===== config.mk =====
export PLATFORM = sky130hd
export DESIGN_NAME = mem_stage_wait
export DESIGN_NICKNAME = d
export VERILOG_FILES = /design/src/rtl/mem_stage_wait_pkg.sv /design/src/rtl/mem_stage_wait_word_array.sv /design/src/rtl/mem_stage_wait.sv
export SDC_FILE = /design/constraint.sdc
export NUM_CORES = 2
export LEC_CHECK = 0
export ABC_AREA = 1
export BUFFER_PORTS_ARGS = -buffer_cell sky130_fd_sc_hd__buf_2
export CAP_MARGIN = 15
export CORE_ASPECT_RATIO = 0.6
export CORE_MARGIN = 10
export CORE_UTILIZATION = 45
export CTS_BUF_LIST = sky130_fd_sc_hd__clkbuf_16
export CTS_CLUSTER_DIAMETER = 50
export DETAILED_ROUTE_END_ITERATION = 7
export PLACE_DENSITY = 0.6
export SYNTH_ARGS = -nofsm -noshare
export SYNTH_HDL_FRONTEND = slang
export SYNTH_SLANG_ARGS = --single-unit
export TNS_END_PERCENT = 50

===== constraint.sdc =====
create_clock -name clk -period 4.9 [get_ports clk]
set_clock_uncertainty 0.05 [all_clocks]
set_input_delay 0.49 -clock clk [delete_from_list [all_inputs] [get_ports clk]]
set_output_delay 0.49 -clock clk [all_outputs]
set_load 0.1 [all_outputs]

===== src/rtl/mem_stage_wait_pkg.sv =====
// Shared types and sizing helpers for the MEM stage with a wait-state data memory.
package mem_stage_pkg;

  // FSM state: IDLE accepts a new access, BUSY counts down the remaining wait states.
  typedef enum logic [0:0] {
    StIdle,
    StBusy
  } stateT;

  // Word-index width for a memory of 'depth' words (at least one bit).
  function automatic int unsigned idxWidth(input int unsigned depth);
    return (depth > 1) ? $clog2(depth) : 1;
  endfunction

  // Wait-counter width; a zero-latency memory still gets a one-bit counter.
  function automatic int unsigned cntWidth(input int unsigned waitCycles);
    return (waitCycles > 0) ? $clog2(waitCycles + 1) : 1;
  endfunction

endpackage


===== src/rtl/mem_stage_wait_word_array.sv =====
// Word-addressed data memory: synchronous write, asynchronous read, contents not reset.
module mem_word_array
  import mem_stage_pkg::*;
#(
  parameter int unsigned DATA_W = 32,
  parameter int unsigned DEPTH  = 64,
  localparam int unsigned IDX_W = idxWidth(DEPTH)
) (
  input  logic              clk,
  input  logic              we,
  input  logic [IDX_W-1:0]  widx,
  input  logic [DATA_W-1:0] wdata,
  input  logic [IDX_W-1:0]  ridx,
  output logic [DATA_W-1:0] rdata
);

  logic [DATA_W-1:0] mem [DEPTH];

  // Write port: one word per edge when enabled.
  always_ff @(posedge clk) begin
    if (we) begin
      mem[widx] <= wdata;
    end
  end

  assign rdata = mem[ridx];

endmodule


===== src/rtl/mem_stage_wait.sv =====
// MEM pipeline stage with MEM/WB register and a data memory of configurable latency.
// freeze stalls upstream while a multi-cycle access is in flight; the access commits
// on the last cycle of the access with freeze low.
module mem_stage_wait
  import mem_stage_pkg::*;
#(
  parameter int unsigned DATA_W      = 32,
  parameter int unsigned DEPTH       = 64,
  parameter int unsigned WAIT_CYCLES = 0,
  parameter int unsigned BASE_ADDR   = 1024
) (
  input  logic              clk,
  input  logic              rst,
  input  logic              wbEnIn,
  input  logic              memREnIn,
  input  logic              memWEnIn,
  input  logic [DATA_W-1:0] aluResIn,
  input  logic [DATA_W-1:0] valRmIn,
  input  logic [3:0]        destIn,
  output logic              freeze,
  output logic              wbEnOut,
  output logic              memREnOut,
  output logic [DATA_W-1:0] aluResOut,
  output logic [DATA_W-1:0] memDataOut,
  output logic [3:0]        destOut,
  output logic              addrErr
);

  localparam int unsigned IDX_W = idxWidth(DEPTH);
  localparam int unsigned CNT_W = cntWidth(WAIT_CYCLES);
  localparam logic [DATA_W-1:0] BaseAddr = DATA_W'(BASE_ADDR);
  localparam logic [DATA_W-1:0] Span     = DATA_W'(4 * DEPTH);
  localparam logic [CNT_W-1:0]  CntInit  = CNT_W'((WAIT_CYCLES > 0) ? WAIT_CYCLES - 1 : 0);

  stateT             stateQ;
  logic [CNT_W-1:0]  cntQ;
  logic [DATA_W-1:0] off;
  logic [IDX_W-1:0]  idx;
  logic [DATA_W-1:0] rdData;
  logic              inRange;
  logic              access;
  logic              accErr;
  logic              memWe;

  // Byte offset from the window base wraps modulo 2^DATA_W; bits [1:0] are ignored.
  assign off     = aluResIn - BaseAddr;
  assign inRange = off < Span;
  assign idx     = off[IDX_W+1:2];
  assign access  = memREnIn | memWEnIn;
  // Simultaneous rd+wr is treated as a store but flagged.
  assign accErr  = access & (~inRange | (memREnIn & memWEnIn));

  // Stall while wait states remain; a fresh access only stalls when the memory is slow.
  always_comb begin
    freeze = 1'b0;
    case (stateQ)
      StIdle:  freeze = access && (WAIT_CYCLES != 0);
      StBusy:  freeze = (cntQ != '0);
      default: freeze = 1'b0;
    endcase
  end

  // Store lands only on the commit cycle; reset aborts a pending store.
  assign memWe = ~rst & ~freeze & memWEnIn & inRange;

  mem_word_array #(
    .DATA_W(DATA_W),
    .DEPTH (DEPTH)
  ) uArray (
    .clk  (clk),
    .we   (memWe),
    .widx (idx),
    .wdata(valRmIn),
    .ridx (idx),
    .rdata(rdData)
  );

  // Wait-state FSM plus MEM/WB register; a bubble is loaded on every stalled cycle.
  always_ff @(posedge clk) begin
    if (rst) begin
      stateQ     <= StIdle;
      cntQ       <= '0;
      wbEnOut    <= 1'b0;
      memREnOut  <= 1'b0;
      aluResOut  <= '0;
      memDataOut <= '0;
      destOut    <= '0;
      addrErr    <= 1'b0;
    end else begin
      case (stateQ)
        StIdle: begin
          if (access && (WAIT_CYCLES != 0)) begin
            stateQ <= StBusy;
            cntQ   <= CntInit;
          end
        end
        StBusy: begin
          if (cntQ != '0) begin
            cntQ <= cntQ - CNT_W'(1);
          end else begin
            stateQ <= StIdle;
          end
        end
        default: stateQ <= StIdle;
      endcase

      if (freeze) begin
        wbEnOut   <= 1'b0;
        memREnOut <= 1'b0;
        addrErr   <= 1'b0;
      end else begin
        wbEnOut    <= wbEnIn;
        memREnOut  <= memREnIn;
        aluResOut  <= aluResIn;
        destOut    <= destIn;
        addrErr    <= accErr;
        memDataOut <= (memREnIn & ~memWEnIn & inRange) ? rdData : '0;
      end
    end
  end

endmodule


Yosys cells after proc, flatten, opt, wreduce, memory -nomap -nowiden
Memory sizes are Yosys's and may differ from the RTL's.
Cells that the tools add are included.
{ "totals": {"out_inout_bits": 72, "elab_cells": 34, "regBits": 73, "mem_count": 1, "ram_bits": 2048, "inputBits": 73} }
{ "mem_list": {"columns": ["memory", "depth", "width", "rd", "rd_ports_with_merged_regs", "wr", "line_no", "rtl"], "rows": [
  ["uArray.mem", 64, 32, 1, 0, 1, "mem_stage_wait_word_array.sv:17", "logic [DATA_W-1:0] mem [DEPTH];"]
]} }
{ "op_classes": {"n_mux": 6, "reduce_logical": 2, "bitwise_logic": 14, "add_sub_neg": 2, "order_cmp": 1} }
{ "ops": {"columns": ["operator", "n"], "rows": [
  ["$lt 32x9->1 const B", 1],
  ["$mux 32", 1],
  ["$sub 32x11->32 const B", 1],
  ["$and 1x1->1", 7],
  ["$not 1->1", 5],
  ["$mux 1", 4],
  ["$reduce_or 2->1", 2],
  ["$or 1x1->1", 2],
  ["$pmux 1 s2", 1],
  ["$sub 1x1->1 const B", 1]
]} }

Logic depth before layout (Yosys ltp)
{ "depth": {"depth_word": 8, "mapped_depth": 16, "mapped_depth_nobuf": 13} }

Hierarchy
From an unflattened synthesis, not the netlist that was laid out.
{ "hier_totals": {"cells_unflattened": 7051, "hier_area_um2": 84574.9} }
{ "by_module_without_submodules": {"columns": ["module", "area_per_inst_um2", "seq_area_each_um2", "cells_each", "instances"], "rows": [
  ["mem_word_array", 82097.5, 61499.0, 6737, 1],
  ["mem_stage_wait", 2477.4, 1421.4, 314, 1]
]} }

Worst setup path after synthesis
OpenSTA, ideal clock, no wires.
{ "synth_path": {"path_kind": "input port to flip-flop", "start": "input aluResIn[11]", "end": "memory uArray.mem[16][0], enable pin", "stages": 12, "arrival_time_ns": 3.151, "setup_time_ns": 0.421, "setup_slack_ns": 1.278, "n_path_buf": 1, "required_ns": 4.429, "path_cell_list": "nor2_1 nand2_2 nor2_4 nand2_1 nand2_1 nand2_1 nor2_1 nand2_1 nor2_2 nand4_4 buf_6 nor2_1"} }
{ "synth_via": {"elab_chain_len": 5} }
{ "synth_rtl": {"columns": ["element", "line_no", "rtl"], "rows": [
  ["from (decl)", "mem_stage_wait.sv:17", "input logic [DATA_W-1:0] aluResIn,"],
  ["$sub 32x11->32", "mem_stage_wait.sv:46", "assign off = aluResIn - BaseAddr;"],
  ["$lt 32x9->1", "mem_stage_wait.sv:47", "assign inRange = off < Span;"],
  ["$and 1x1->1", "mem_stage_wait.sv:64", "assign memWe = ~rst & ~freeze & memWEnIn & inRange;"],
  ["$mux 1", "mem_stage_wait_word_array.sv:21", "if (we) begin"],
  ["$mux 1 (implied by the code)", "mem_stage_wait_word_array.sv:22", "mem[widx] <= wdata;"],
  ["to (decl)", "mem_stage_wait_word_array.sv:17", null]
]} }
Every way passes these cells.

Worst setup path in the final report
{ "layout_path": {"start": "input aluResIn[17]", "end": "memory uArray.mem[41][14], enable pin"} }
Same word-level chain as after synthesis.

==> flow_summary.ini <==
[run_status]
outcome = completed

[timing]
setup_tns_ns = 0
worst_hold_slack_ns = 0.0410
setup_viol = 0
tightest_slew_ns = 1.25
slew_headroom = 0.165
hold_violations = 0
max_freq_mhz = 285
min_period_ns = 3.50
rsz0062_at_grt = false
period_share = 0.715
drv_slew = 0

[worst_setup_path]
r2r_start = uArray.mem[29][27]$_DFFE_PP_
rrSetupSlack_ns = 2.53
timing.rr.end = memDataOut[27]$_SDFF_PP0_
cp.required_ns = 5.37
crit_fanout = 18
endpoint_kind = flip-flop
critPathArrivalTime_ns = 3.98
ff2ff_path_depth = 8
worst_setup_path_start_kind = input pin
worstSetupPathType = in2reg

[synthesis]
syn_nets = 7415
synth_top_area_frac = 0.731
synth_most_common_cell = nand2_1
synth_compound_area_frac = 0.0386
synth_common_cells = nand2_1, edfxtp_1, a21oi_1, nor2_1, clkbuf_1
synthAdderAreaFrac = 0
yosys-top-cells-area = edfxtp_1, nand2_1, a21oi_1
synth_largest_area_cell = edfxtp_1
netlist_area_um2 = 84100
ys.flop_type = edfxtp_1
synth_area_per_cell_um2 = 11.5
yosys.area_share.xor_xnor = 0
yosys_warnings = 0
synth_cell_types = 27
synth_mux_area_frac = 0
synth-seq-cells = 2119
syn_inst = 7342
synth_top_family_by_area = simple AND/OR/NAND/NOR gates
synth-edff-count = 2048
async_flop_share = 0
yosysSeqAreaShare = 0.748
synth-simple-area-share = 0.190

[cells_and_area]
syn_to_final_growth_pct = 13.9
drive_gt1_frac = 0.0912
nets = 7610
postLayoutCellArea_um2 = 95800

[place]
dp_hpwl_um = 164000
routabilityCongestion = 0.911
port_buffers = 143
post_dp_cell_area_um2 = 89100

[floorplan]
core_area_um2 = 185000
rows = 122
die_w_um = 578
dieArea_um2 = 205000
die_h_um = 355
initial_core_util = 0.454
io_pins = 145

[grt]
grt_max_degree = 147
antenna_found_initial = 22
grt_pass1_wl_um = 388000
grt_overflow = 0
grt_pass1_vias = 52726
grt_use_total = 0.258

[clock_network]
cts_tree = yes
cts.sink_count = 2119
clk_latency_ns = 0.88
cts_root_buf = clkbuf_16
cts_buffers = 201
h-tree-depth = 4
path_clk_slew_ns = 0.07
clk_path_buf_depth = 4

[detailed_routing]
ant_nets = 0
route.final.wire_length_um = 272000
avgViaCountPerCell = 5.60
wire_per_inst_um = 26.8
drt-pass1-iter-count = 5
drt_iter0_markers = 9036
dr_total_vias = 57007
drcViolationCount = 0

[min_path]
hp-start = aluResIn[6]
min_path_cells = 3
min_path_type = in2reg
hold_end = aluResOut[6]$_SDFF_PP0_

[pwr]
power.ir.vdd_worst_mv = 0.344
leakage_nw = 35.8
power.density_nw_per_um2 = 392

[job]
max_cap_viol_count = 0
## through the flow
| stage | std cells | setup WS (ns) | util | power, mW |
|---|---|---|---|---|
| 2_1_floorplan | 7342 | 1.28 | - | 21.3 |
| 6_report | 10177 | 1.40 | 0.518 | 37.5 |
| 4_1_cts | 10168 | 1.48 | 0.518 | 37.6 |
| 3_3_place_gp | 9773 | 1.17 | 0.481 | 22.5 |
| 3_5_place_dp | 9773 | 1.15 | 0.481 | 22.5 |
| 5_1_grt | 10170 | 1.26 | 0.518 | 38.6 |
## state kept, by name (all words and copies together), names as in the netlist
| register | flops |
|---|---|
| memDataOut | 32 |
| wbEnOut | 1 |
| destOut | 4 |
| memREnOut | 1 |
| addrErr | 1 |
| aluResOut | 32 |
| uArray.mem | 2048 |
## report_power, final
part / internal (mW) / switching [mW] / leakage (nW)
combinational: 0.468 / 1.83 / 13.6
sequential: 19.9 / 0.00450 / 19.0
clock: 8.57 / 6.80 / 3.26
## routing by layer
metal,track usage,vias to the layer above,wire [um]
met5,0,-,88
met4,0.0626,14,6800
met3,0.0721,383,36900
met2,0.353,3560,111000
met1,0.403,27851,118000
li1,-,25199,-
## cell usage in the layout, fill, tap and decap left out, types with 4 or more instances in the layout
cell type / count
clkbuf_16: 204
dfxtp_1: 71
a21oi_1: 377
buf_12: 62
or2_2: 12
nand3b_1: 18
nand3_1: 43
diode_2: 9
nor2_1: 259
a22oi_1: 57
dlygate4sd3_1: 41
buf_4: 155
inv_1: 130
buf_2: 115
o21ai_0: 185
inv_8: 4
nor2_2: 6
nor3_2: 8
edfxtp_1: 2048
bufinv_16: 20
clkinv_2: 28
inv_6: 4
clkinv_1: 46
nor2_4: 66
nand2_1: 3632
nand4_1: 74
## cells by family (layout without fill, tap and decap cells)
family | after synthesis | count (layout)
AO/OA/AOI/OAI | 620 | 620
flip-flops | 2119 | 2119
other | 1 | 10
AND/OR/NAND/NOR | 4126 | 4126
buffers and inverters | 476 | 822
## critical path: stages
cell	delay, ns
dlygate4sd3_1	0.53
buf_2	0.14
nor2_1	0.20
nand2_1	0.12
nor2_2	0.24
nand2_2	0.12
nor2_2	0.13
nand2_1	0.06
nand2_1	0.06
inv_1	0.05
nor2_2	0.18
nand4_4	0.36
buf_4	0.45
nor2_4	0.50
buf_12	0.26
## layout make-up
| cell class | instances | area (um^2) |
|---|---|---|
| diodes | 9 | 22.5 |
| clock buffers | 204 | 5100 |
| clock inverters | 150 | 1200 |
| fillers | 15872 | 89300 |
| inverters | 92 | 385 |
| multi-input cells | 4747 | 19700 |
| flip-flops and latches | 2119 | 62900 |
| well taps | 2480 | 3100 |
| repair buffers | 376 | 3440 |
## worst max-delay path by stage
stage | start | end | slack, ns
after floorplan | aluResIn[11] | uArray.mem[16][0]$_DFFE_PP_ | 1.28
after global placement | aluResIn[11] | uArray.mem[13][7]$_DFFE_PP_ | 1.17
after detailed placement | aluResIn[17] | uArray.mem[13][28]$_DFFE_PP_ | 1.15
after CTS | aluResIn[17] | uArray.mem[41][14]$_DFFE_PP_ | 1.48
after global routing | aluResIn[11] | uArray.mem[41][11]$_DFFE_PP_ | 1.26
final | aluResIn[17] | uArray.mem[41][14]$_DFFE_PP_ | 1.40
## timing repair
action	CTS	global route
hold endpoints to repair	131	0
hold buffers	41	0
buffers inserted	0	0
resized for setup	0	0
(Power assumes the default switching activity.)
